## config.mk

```make
export PLATFORM = sky130hd
export DESIGN_NAME = ram_port_requester_flat
export DESIGN_NICKNAME = d
export VERILOG_FILES = /design/src/rtl/ram_port_requester_if.sv /design/src/rtl/ram_port_requester.sv /design/src/flat_wrapper.sv
export SDC_FILE = /design/constraint.sdc
export NUM_CORES = 1
export LEC_CHECK = 0
export ABC_AREA = 1
export BUFFER_PORTS_ARGS = -buffer_cell sky130_fd_sc_hd__buf_2
export CORE_MARGIN = 8
export CORE_UTILIZATION = 47
export DETAILED_ROUTE_END_ITERATION = 10
export PLACE_DENSITY = 0.82
export SETUP_SLACK_MARGIN = 0.1
export SLEW_MARGIN = 40
export SYNTH_ARGS = -nofsm -noshare
export SYNTH_HDL_FRONTEND = slang
export SYNTH_SLANG_ARGS = --single-unit
```

## constraint.sdc

```tcl
create_clock -name clk -period 5.3 [get_ports clk]
set_clock_uncertainty 0.05 [all_clocks]
set_input_delay 0.795 -clock clk [delete_from_list [all_inputs] [get_ports clk]]
set_output_delay 0.795 -clock clk [all_outputs]
set_load 0.01 [all_outputs]
```

## src/rtl/ram_port_requester_if.sv

```systemverilog
// Request/response handshake bundle for ram_port_requester.
// master = initiator driving requests; slave = the requester block.
interface ram_port_requester_if #(
  parameter int DATA_WIDTH = 4,
  parameter int ADDR_WIDTH = 5
);
  logic [ADDR_WIDTH-1:0] req_addr;
  logic [DATA_WIDTH-1:0] req_data;
  logic                  req_we;
  logic                  req_valid;
  logic                  req_ready;
  logic [DATA_WIDTH-1:0] resp_data;
  logic                  resp_is_wr;
  logic                  resp_valid;
  logic                  resp_ready;

  modport master (
    output req_addr, req_data, req_we, req_valid, resp_ready,
    input  req_ready, resp_data, resp_is_wr, resp_valid
  );

  modport slave (
    input  req_addr, req_data, req_we, req_valid, resp_ready,
    output req_ready, resp_data, resp_is_wr, resp_valid
  );
endinterface

```

## src/rtl/ram_port_requester.sv

```systemverilog
// Drives one RAM port from a valid/ready request channel and returns in-order responses through a credit-checked FIFO.
// Latency 2 cycles accept->resp_valid; req_ready drops once FIFO + in-flight reaches RESP_DEPTH. Option: RAM_PORT_REQUESTER_WR_RESP_EN.
module ram_port_requester #(
  parameter int DATA_WIDTH = 4,
  parameter int SIZE       = 32,
  parameter int ADDR_WIDTH = $clog2(SIZE),
  parameter int RESP_DEPTH = 2
) (
  input  logic                  clk,
  input  logic                  rst,
  ram_port_requester_if.slave   req_if,
  output logic [ADDR_WIDTH-1:0] ram_addr_o,
  output logic [DATA_WIDTH-1:0] ram_data_o,
  output logic                  ram_wr_en_o,
  output logic                  ram_rd_en_o,
  input  logic [DATA_WIDTH-1:0] ram_rd_data_i
);

  localparam int CW = $clog2(RESP_DEPTH + 1);
  localparam int PW = $clog2(RESP_DEPTH);

  if (RESP_DEPTH < 2 || SIZE > (1 << ADDR_WIDTH)) begin : g_cfg_err
    $error("ram_port_requester: RESP_DEPTH must be >= 2 and SIZE must fit ADDR_WIDTH");
  end

  logic          accept;
  logic          pop;
  logic          push;
  logic          resp_due;
  logic [CW:0]   occ_after;
  logic [DATA_WIDTH-1:0] push_data;

  logic          pend_q,   pend_d;
  logic [CW-1:0] count_q,  count_d;
  logic [PW-1:0] wr_ptr_q, wr_ptr_d;
  logic [PW-1:0] rd_ptr_q, rd_ptr_d;
  logic [DATA_WIDTH-1:0] data_q [RESP_DEPTH];

  // Credits count both queued entries and the one response still coming back from the RAM.
  assign occ_after      = {1'b0, count_q} + (CW+1)'(pend_q) - (CW+1)'(pop);
  assign req_if.req_ready = ~rst & (occ_after < (CW+1)'(RESP_DEPTH));
  assign accept         = req_if.req_valid & req_if.req_ready;

  assign req_if.resp_valid = ~rst & (count_q != '0);
  assign pop               = req_if.resp_valid & req_if.resp_ready;
  assign push              = pend_q;

  assign ram_addr_o  = req_if.req_addr;
  assign ram_data_o  = req_if.req_data;
  assign ram_rd_en_o = accept & ~req_if.req_we;
  assign ram_wr_en_o = accept &  req_if.req_we;

  assign req_if.resp_data = req_if.resp_valid ? data_q[rd_ptr_q] : '0;

`ifdef RAM_PORT_REQUESTER_WR_RESP_EN
  logic pend_wr_q, pend_wr_d;
  logic iswr_q [RESP_DEPTH];

  assign resp_due  = accept;
  assign pend_wr_d = accept & req_if.req_we;
  assign push_data = pend_wr_q ? '0 : ram_rd_data_i;
  assign req_if.resp_is_wr = req_if.resp_valid & iswr_q[rd_ptr_q];

  always_ff @(posedge clk) begin
    if (rst) begin
      pend_wr_q <= 1'b0;
    end else begin
      pend_wr_q <= pend_wr_d;
    end
  end

  always_ff @(posedge clk) begin
    if (push) begin
      iswr_q[wr_ptr_q] <= pend_wr_q;
    end
  end
`else
  assign resp_due  = accept & ~req_if.req_we;
  assign push_data = ram_rd_data_i;
  assign req_if.resp_is_wr = 1'b0;
`endif

  always_comb begin
    pend_d   = resp_due;
    count_d  = count_q + CW'(push) - CW'(pop);
    wr_ptr_d = wr_ptr_q;
    rd_ptr_d = rd_ptr_q;
    if (push) begin
      wr_ptr_d = (wr_ptr_q == PW'(RESP_DEPTH - 1)) ? '0 : wr_ptr_q + 1'b1;
    end
    if (pop) begin
      rd_ptr_d = (rd_ptr_q == PW'(RESP_DEPTH - 1)) ? '0 : rd_ptr_q + 1'b1;
    end
  end

  always_ff @(posedge clk) begin
    if (rst) begin
      pend_q   <= 1'b0;
      count_q  <= '0;
      wr_ptr_q <= '0;
      rd_ptr_q <= '0;
    end else begin
      pend_q   <= pend_d;
      count_q  <= count_d;
      wr_ptr_q <= wr_ptr_d;
      rd_ptr_q <= rd_ptr_d;
    end
  end

  // Storage needs no reset: entries are only visible through count_q.
  always_ff @(posedge clk) begin
    if (push) begin
      data_q[wr_ptr_q] <= push_data;
    end
  end

endmodule

```

## src/flat_wrapper.sv

```systemverilog
// flat-port wrapper written by rule: the top's interface ports become plain ports
module ram_port_requester_flat 
#(
  parameter int DATA_WIDTH = 4,
  parameter int SIZE       = 32,
  parameter int ADDR_WIDTH = $clog2(SIZE),
  parameter int RESP_DEPTH = 2
)
  (clk, rst, ram_addr_o, ram_data_o, ram_wr_en_o, ram_rd_en_o, ram_rd_data_i, req_if_req_addr, req_if_req_data, req_if_req_we, req_if_req_valid, req_if_resp_ready, req_if_req_ready, req_if_resp_data, req_if_resp_is_wr, req_if_resp_valid);
  ram_port_requester_if #(.DATA_WIDTH(DATA_WIDTH), .ADDR_WIDTH(ADDR_WIDTH)) req_if_i ();
  input  logic clk;
  input  logic rst;
  output logic [ADDR_WIDTH-1:0] ram_addr_o;
  output logic [DATA_WIDTH-1:0] ram_data_o;
  output logic ram_wr_en_o;
  output logic ram_rd_en_o;
  input  logic [DATA_WIDTH-1:0] ram_rd_data_i;
  input wire logic [$bits(req_if_i.req_addr)-1:0] req_if_req_addr;
  input wire logic [$bits(req_if_i.req_data)-1:0] req_if_req_data;
  input wire logic [$bits(req_if_i.req_we)-1:0] req_if_req_we;
  input wire logic [$bits(req_if_i.req_valid)-1:0] req_if_req_valid;
  input wire logic [$bits(req_if_i.resp_ready)-1:0] req_if_resp_ready;
  output wire logic [$bits(req_if_i.req_ready)-1:0] req_if_req_ready;
  output wire logic [$bits(req_if_i.resp_data)-1:0] req_if_resp_data;
  output wire logic [$bits(req_if_i.resp_is_wr)-1:0] req_if_resp_is_wr;
  output wire logic [$bits(req_if_i.resp_valid)-1:0] req_if_resp_valid;
  assign req_if_i.req_addr = req_if_req_addr;
  assign req_if_i.req_data = req_if_req_data;
  assign req_if_i.req_we = req_if_req_we;
  assign req_if_i.req_valid = req_if_req_valid;
  assign req_if_i.resp_ready = req_if_resp_ready;
  assign req_if_req_ready = req_if_i.req_ready;
  assign req_if_resp_data = req_if_i.resp_data;
  assign req_if_resp_is_wr = req_if_i.resp_is_wr;
  assign req_if_resp_valid = req_if_i.resp_valid;
  ram_port_requester #(.DATA_WIDTH(DATA_WIDTH), .SIZE(SIZE), .ADDR_WIDTH(ADDR_WIDTH), .RESP_DEPTH(RESP_DEPTH)) u_core (.clk(clk), .rst(rst), .req_if(req_if_i), .ram_addr_o(ram_addr_o), .ram_data_o(ram_data_o), .ram_wr_en_o(ram_wr_en_o), .ram_rd_en_o(ram_rd_en_o), .ram_rd_data_i(ram_rd_data_i));
endmodule
```

* Yosys cells after proc, flatten, opt, wreduce, memory -nomap -nowiden *
Memories as Yosys holds them, arrays and structs flattened. A register that Yosys moved wholly into a read port is not among the register bits.
Cells that the tools add are included.

storage, ports and cells
  register bits = 5
  bits in latches = 0
  bits in writable memories = 8
  ROM bits = 0
  input bits = 18
  output and inout bits = 18
  memories = 1

memories
  memory         words  bits a word  read ports  clocked after Yosys merged registers in  write ports  line                      source
  u_core.data_q  2      4            1           1                                        1            ram_port_requester.sv:37  logic [DATA_WIDTH-1:0] data_q [RESP_DEPTH];

cells by class
  add/sub/neg operators = 6
  multipliers = 0
  divide/modulo/power cells = 0
  magnitude comparators = 1
  equal/unequal tests = 0
  shifts and indexed selects = 0
  mux-type cells = 7
  bitwise gates (word level) = 8
  reduce and logical (&&, ||, !) cells = 1

operators with widths
  cell                                                number
  bitwise AND 1 bit                                   6
  two-way mux 1 bit                                   6
  two-way mux 4 bit                                   1
  adder 2 x 1 -> 3 bit                                1
  < comparator 3 x 2 -> 1 bit, second input constant  1
  subtractor 3 x 1 -> 3 bit                           1
  adder 1 bit, second input constant                  2
  adder 2 x 1 -> 2 bit                                1
  inverter 1 bit                                      2
  nonzero test 2 bit                                  1
  subtractor 2 x 1 -> 2 bit                           1

* Depth between registers and ports, before layout *
  depth after elaboration = 8
  depth in mapped cells = 11
  gate-level depth less buffers = 11

* Worst setup path before layout *
OpenSTA, ideal clock, no wires.

  path kind = input to output
  start = input rst
  end = output ram_rd_en_o
  data arrival time = 2.285 ns
  setup slack = 2.170 ns
  stages = 10
  buffers on the path = 0
  path through = inv_2 nand3_1 inv_1 ha_1 inv_1 ha_1 fa_1 nor2_1 nand4_1 nor2_1

between the ends
  longest elaborated chain between the ends = 8

ends and longest elaborated chain
  what                         line                      source
  start: declaration           flat_wrapper.sv:12        input logic rst;
  inverter 1 bit               ram_port_requester.sv:44  assign req_if.resp_valid = ~rst & (count_q != '0);
  bitwise AND 1 bit            ram_port_requester.sv:44
  bitwise AND 1 bit            ram_port_requester.sv:45  assign pop = req_if.resp_valid & req_if.resp_ready;
  net u_core.pop               ram_port_requester.sv:27  logic pop;
  subtractor 3 x 1 -> 3 bit    ram_port_requester.sv:40  assign occ_after = {1'b0, count_q} + (CW+1)'(pend_q) - (CW+1)'(pop);
  < comparator 3 x 2 -> 1 bit  ram_port_requester.sv:41  assign req_if.req_ready = ~rst & (occ_after < (CW+1)'(RESP_DEPTH));
  bitwise AND 1 bit            ram_port_requester.sv:41
  bitwise AND 1 bit            ram_port_requester.sv:42  assign accept = req_if.req_valid & req_if.req_ready;
  bitwise AND 1 bit            ram_port_requester.sv:50  assign ram_rd_en_o = accept & ~req_if.req_we;
  end: declaration             flat_wrapper.sv:16        output logic ram_rd_en_o;

The timed path passes the listed nets, and every way through them passes these cells.

* Worst setup path in the final report *
  start = input rst
  end = output ram_wr_en_o

between the ends
  longest elaborated chain between the ends = 8

ends and longest elaborated chain
  what                         line                      source
  inverter 1 bit               ram_port_requester.sv:44
  bitwise AND 1 bit            ram_port_requester.sv:44
  bitwise AND 1 bit            ram_port_requester.sv:45
  net u_core.pop               ram_port_requester.sv:27
  subtractor 3 x 1 -> 3 bit    ram_port_requester.sv:40
  < comparator 3 x 2 -> 1 bit  ram_port_requester.sv:41
  bitwise AND 1 bit            ram_port_requester.sv:41
  bitwise AND 1 bit            ram_port_requester.sv:42
  bitwise AND 1 bit            ram_port_requester.sv:51  assign ram_wr_en_o = accept & req_if.req_we;
  end: declaration             flat_wrapper.sv:15        output logic ram_wr_en_o;

The timed path passes the listed nets, and every way through them passes these cells.

==> metrics.md <==
| Metric | Value |
|---|---|
| H-tree levels | `1` |
| Post-DRT Antenna Nets | `0` |
| Mapped cell area | `720.7 um2` |
| Placed Area | `745.7 um2` |
| Hold buffer count at CTS | `0` |
| Max Clk Rate | `around 0.28 GHz` |
| Flop-to-flop setup slack | `3.11 ns` |
| Diodes inserted | `0` |
| Min-delay src | `u_core.pend_q$_SDFF_PP0_` |
| HP Class | `reg2reg` |
| Busiest grt layer | `met2` |
| Final core utilization | `52.47%` |
| Synth Net Count | `~100` |
| Die H | `roughly 55 um` |
| Met1 Usage GRT | `under 10%` |
| Vias per cell | `4.294` |
| Vias | `468` |
| Worst R2R Path Depth | `11` |
| GR Layer Usage met3 | `2.941%` |
| Post-synth top flop | `edfxtp_1` |
| PostCTS Resize Cnt | `0` |
| Postcts setup bufs | `0` |
| CP max-delay cell | `fa_1` |
| Critical path launch point type | `primary input` |
| Met2 usage | `between 10 and 15%` |
| Total gr overflow | `0` |
| Reg-to-reg critical path endpoint | `u_core.pend_q$_SDFF_PP0_` |
| Final Hold Fails | `0` |
| Total GRT Usage | `8.117%` |
| Starting DRT DRC Count | `4` |
| Critical R2R Launch | `u_core.count_q[1]$_SDFF_PP0_` |
| First-pass GRT wire length | `1766 um` |
| Ys async rst share | `0%` |
| Initial Utilization | `48.98%` |
| Worst path arrival time | `2.68 ns` |
| Antenna violations before repair | `0` |
| Chip Width | `~55 um` |
| DRC viols | `0` |
| CP Launch Point | `rst` |
| Filler cell count | `151` |
| Power Density | `303.4 nW/um2` |
| Worst Path Buf+Inv | `5` |
| Clock root buffer | `clkbuf_4` |
| GP Congestion | `0.6983` |
| Worst setup margin | `approximately 1.8 ns` |
| Core area | `1471 um2` |
| Clk Latency, worst-skew pair | `0.26 ns` |
| Largest net degree at the start of global routing | `9` |
| Post-route minimum period | `roughly 3.5 ns` |
| Status | `finished, final reports clean` |
| TritonCTS Buffers | `3` |
| DP Worst Slack | `1.775 ns` |
| Critical Path End Type | `primary output` |
| Leakage | `0.0004080 uW` |
| Wirelength per Cell | `about 9.4 um` |
| WS Path Type | `in2out` |
| Post-synth EDFFs | `8` |
| Crit Path Max Fanout | `6` |
| Slowest stage delay, CP | `roughly 0.47 ns` |
| DIE AREA | `slightly above 3000 um2` |
| CP required | `around 4.5 ns` |
| Non-Filler Instances | `between 100 and 150` |
| Max Cap Viol | `0` |
| Clock Sinks | `14` |
| Setup TNS | `0 ns` |
| # rows | `14` |
| Number of global-route vias before repair | `453` |
| Design Area, Final | `772.0 um2` |
| Clk slew on worst S/H paths | `0.07 ns` |
| Tcrit/Tclk final | `66.43%` |
| CP Cell Sequence | `buf_2, inv_2, nand3_1, inv_1, ha_1, inv_1, ha_1, fa_1, nor2_1, nand4_1, nor2_1, buf_2` |
| Share of cells above drive strength 1 | `23.66%` |
| Post-synthesis sequential area ratio | `between 50% and 60%` |
| Hold depth | `2` |
| Clock buffer depth | `2` |
| TritonRoute pass-1 iters | `2` |
| Detailed Route WL | `1026 um` |
| Worst IR Drop VDD | `0.1844 mV` |
| Final nets | `between 100 and 150` |
| Synth warn | `0` |
| Total stage count of the critical path | `12` |
| Cell count after synthesis | `83` |
| Port Buffers | `16` |
| CTS tree | `built` |
| Final setup violation count | `0` |
| Io pins | `36` |
| Flops & latches, synth | `14` |
| DP Wirelength | `between 800 and 900 um` |
| RSZ-0062 raised after global routing | `no` |
| Placed insts | `105` |
| WHS Endpoint | `u_core.wr_ptr_q$_SDFFE_PP0P_` |
| Post-synth cell types | `17` |
| Mean post-synth cell area | `8.683 um2` |
| Pins Over Slew Limit | `0` |
| Area grow syn2layout | `7.118%` |
| Crit path max-delay family | `adder cells` |
==> area by class of cell <==
| class | instances | area, um2 | area share [%] |
|---|---|---|---|
| sequential | 14 | 360.3 | 46.68 |
| multi-input combinational | 38 | 206.4 | 26.74 |
| timing repair buffer | 16 | 80.08 | 10.37 |
| inverter | 21 | 78.83 | 10.21 |
| clock buffer | 3 | 22.52 | 2.917 |
| tap | 16 | 20.02 | 2.593 |
| clock inverter | 1 | 3.754 | 0.4862 |
==> worst min-delay path: cells and delay by family (launching register included) <==
kind             cells  cell delay (ns)
DFF                  1             0.33
and+or+nand+nor      2             0.13
==> placed cells by master (no fill, tap or decap), types with 2 or more instances in the layout <==
cell type and instances:
nand4_1 2, edfxtp_1 8, clkbuf_4 3, inv_1 20, o21ai_0 4, buf_2 16
nor2_1 10, ha_1 2, dfxtp_1 6, nand2_1 13
==> worst max path at each step <==
stage,end,slack (ns)
after CTS,ram_wr_en_o,1.77
after global placement,ram_rd_en_o,1.85
final,ram_wr_en_o,1.78
after global routing,ram_rd_en_o,1.60
after floorplan,ram_rd_en_o,2.17
after detailed placement,ram_wr_en_o,1.78
==> cells by family (layout without fill, tap and decap cells) <==
family,Yosys count,in the layout,share of synthesized area [%]
buffers and inverters,31,41,21.35
other,1,1,0.5203
adders and majority gates,3,3,6.250
AOI/OAI and AO/OA,5,5,5.035
DFF,14,14,50.00
and+or+nand+nor,29,29,16.84
==> power breakdown <==
group	switching (uW)	total, uW	internal, uW
clock	29.2	56.4	27.2
combinational	30.3	51.1	20.8
sequential	4.11	127	123
==> sequential cells by signal (all words and copies together), names as in the netlist, named ones only <==
register         count
u_core.pend_q        1
u_core.count_q       2
u_core.wr_ptr_q      1
u_core.data_q        8
u_core.rd_ptr_q      1
==> stage by stage <==
step	hold slack, ns	power [uW]
2_1_floorplan	0.4218	170.6
3_3_place_gp	0.4350	178.5
3_5_place_dp	0.4489	181.2
4_1_cts	0.4623	237.4
5_1_grt	0.4966	252.0
6_report	0.4586	234.2
==> cells in the mapped netlist, types with 2 or more instances <==
cell,count,area (um2)
inv_1,20,75.07
nand2_1,13,48.80
buf_4,10,75.07
nor2_1,10,37.54
edfxtp_1,8,240.2
dfxtp_1,6,120.1
o21ai_0,4,20.02
ha_1,2,25.02
nand4_1,2,12.51
==> routing by layer <==
layer / vias up / share of wire (%)
met4: 0 / 1.4
met1: 188 / 41
met5: - / 0
met3: 4 / 11
li1: 260 / -
met2: 16 / 46
Power figures use the tool's default switching activity.
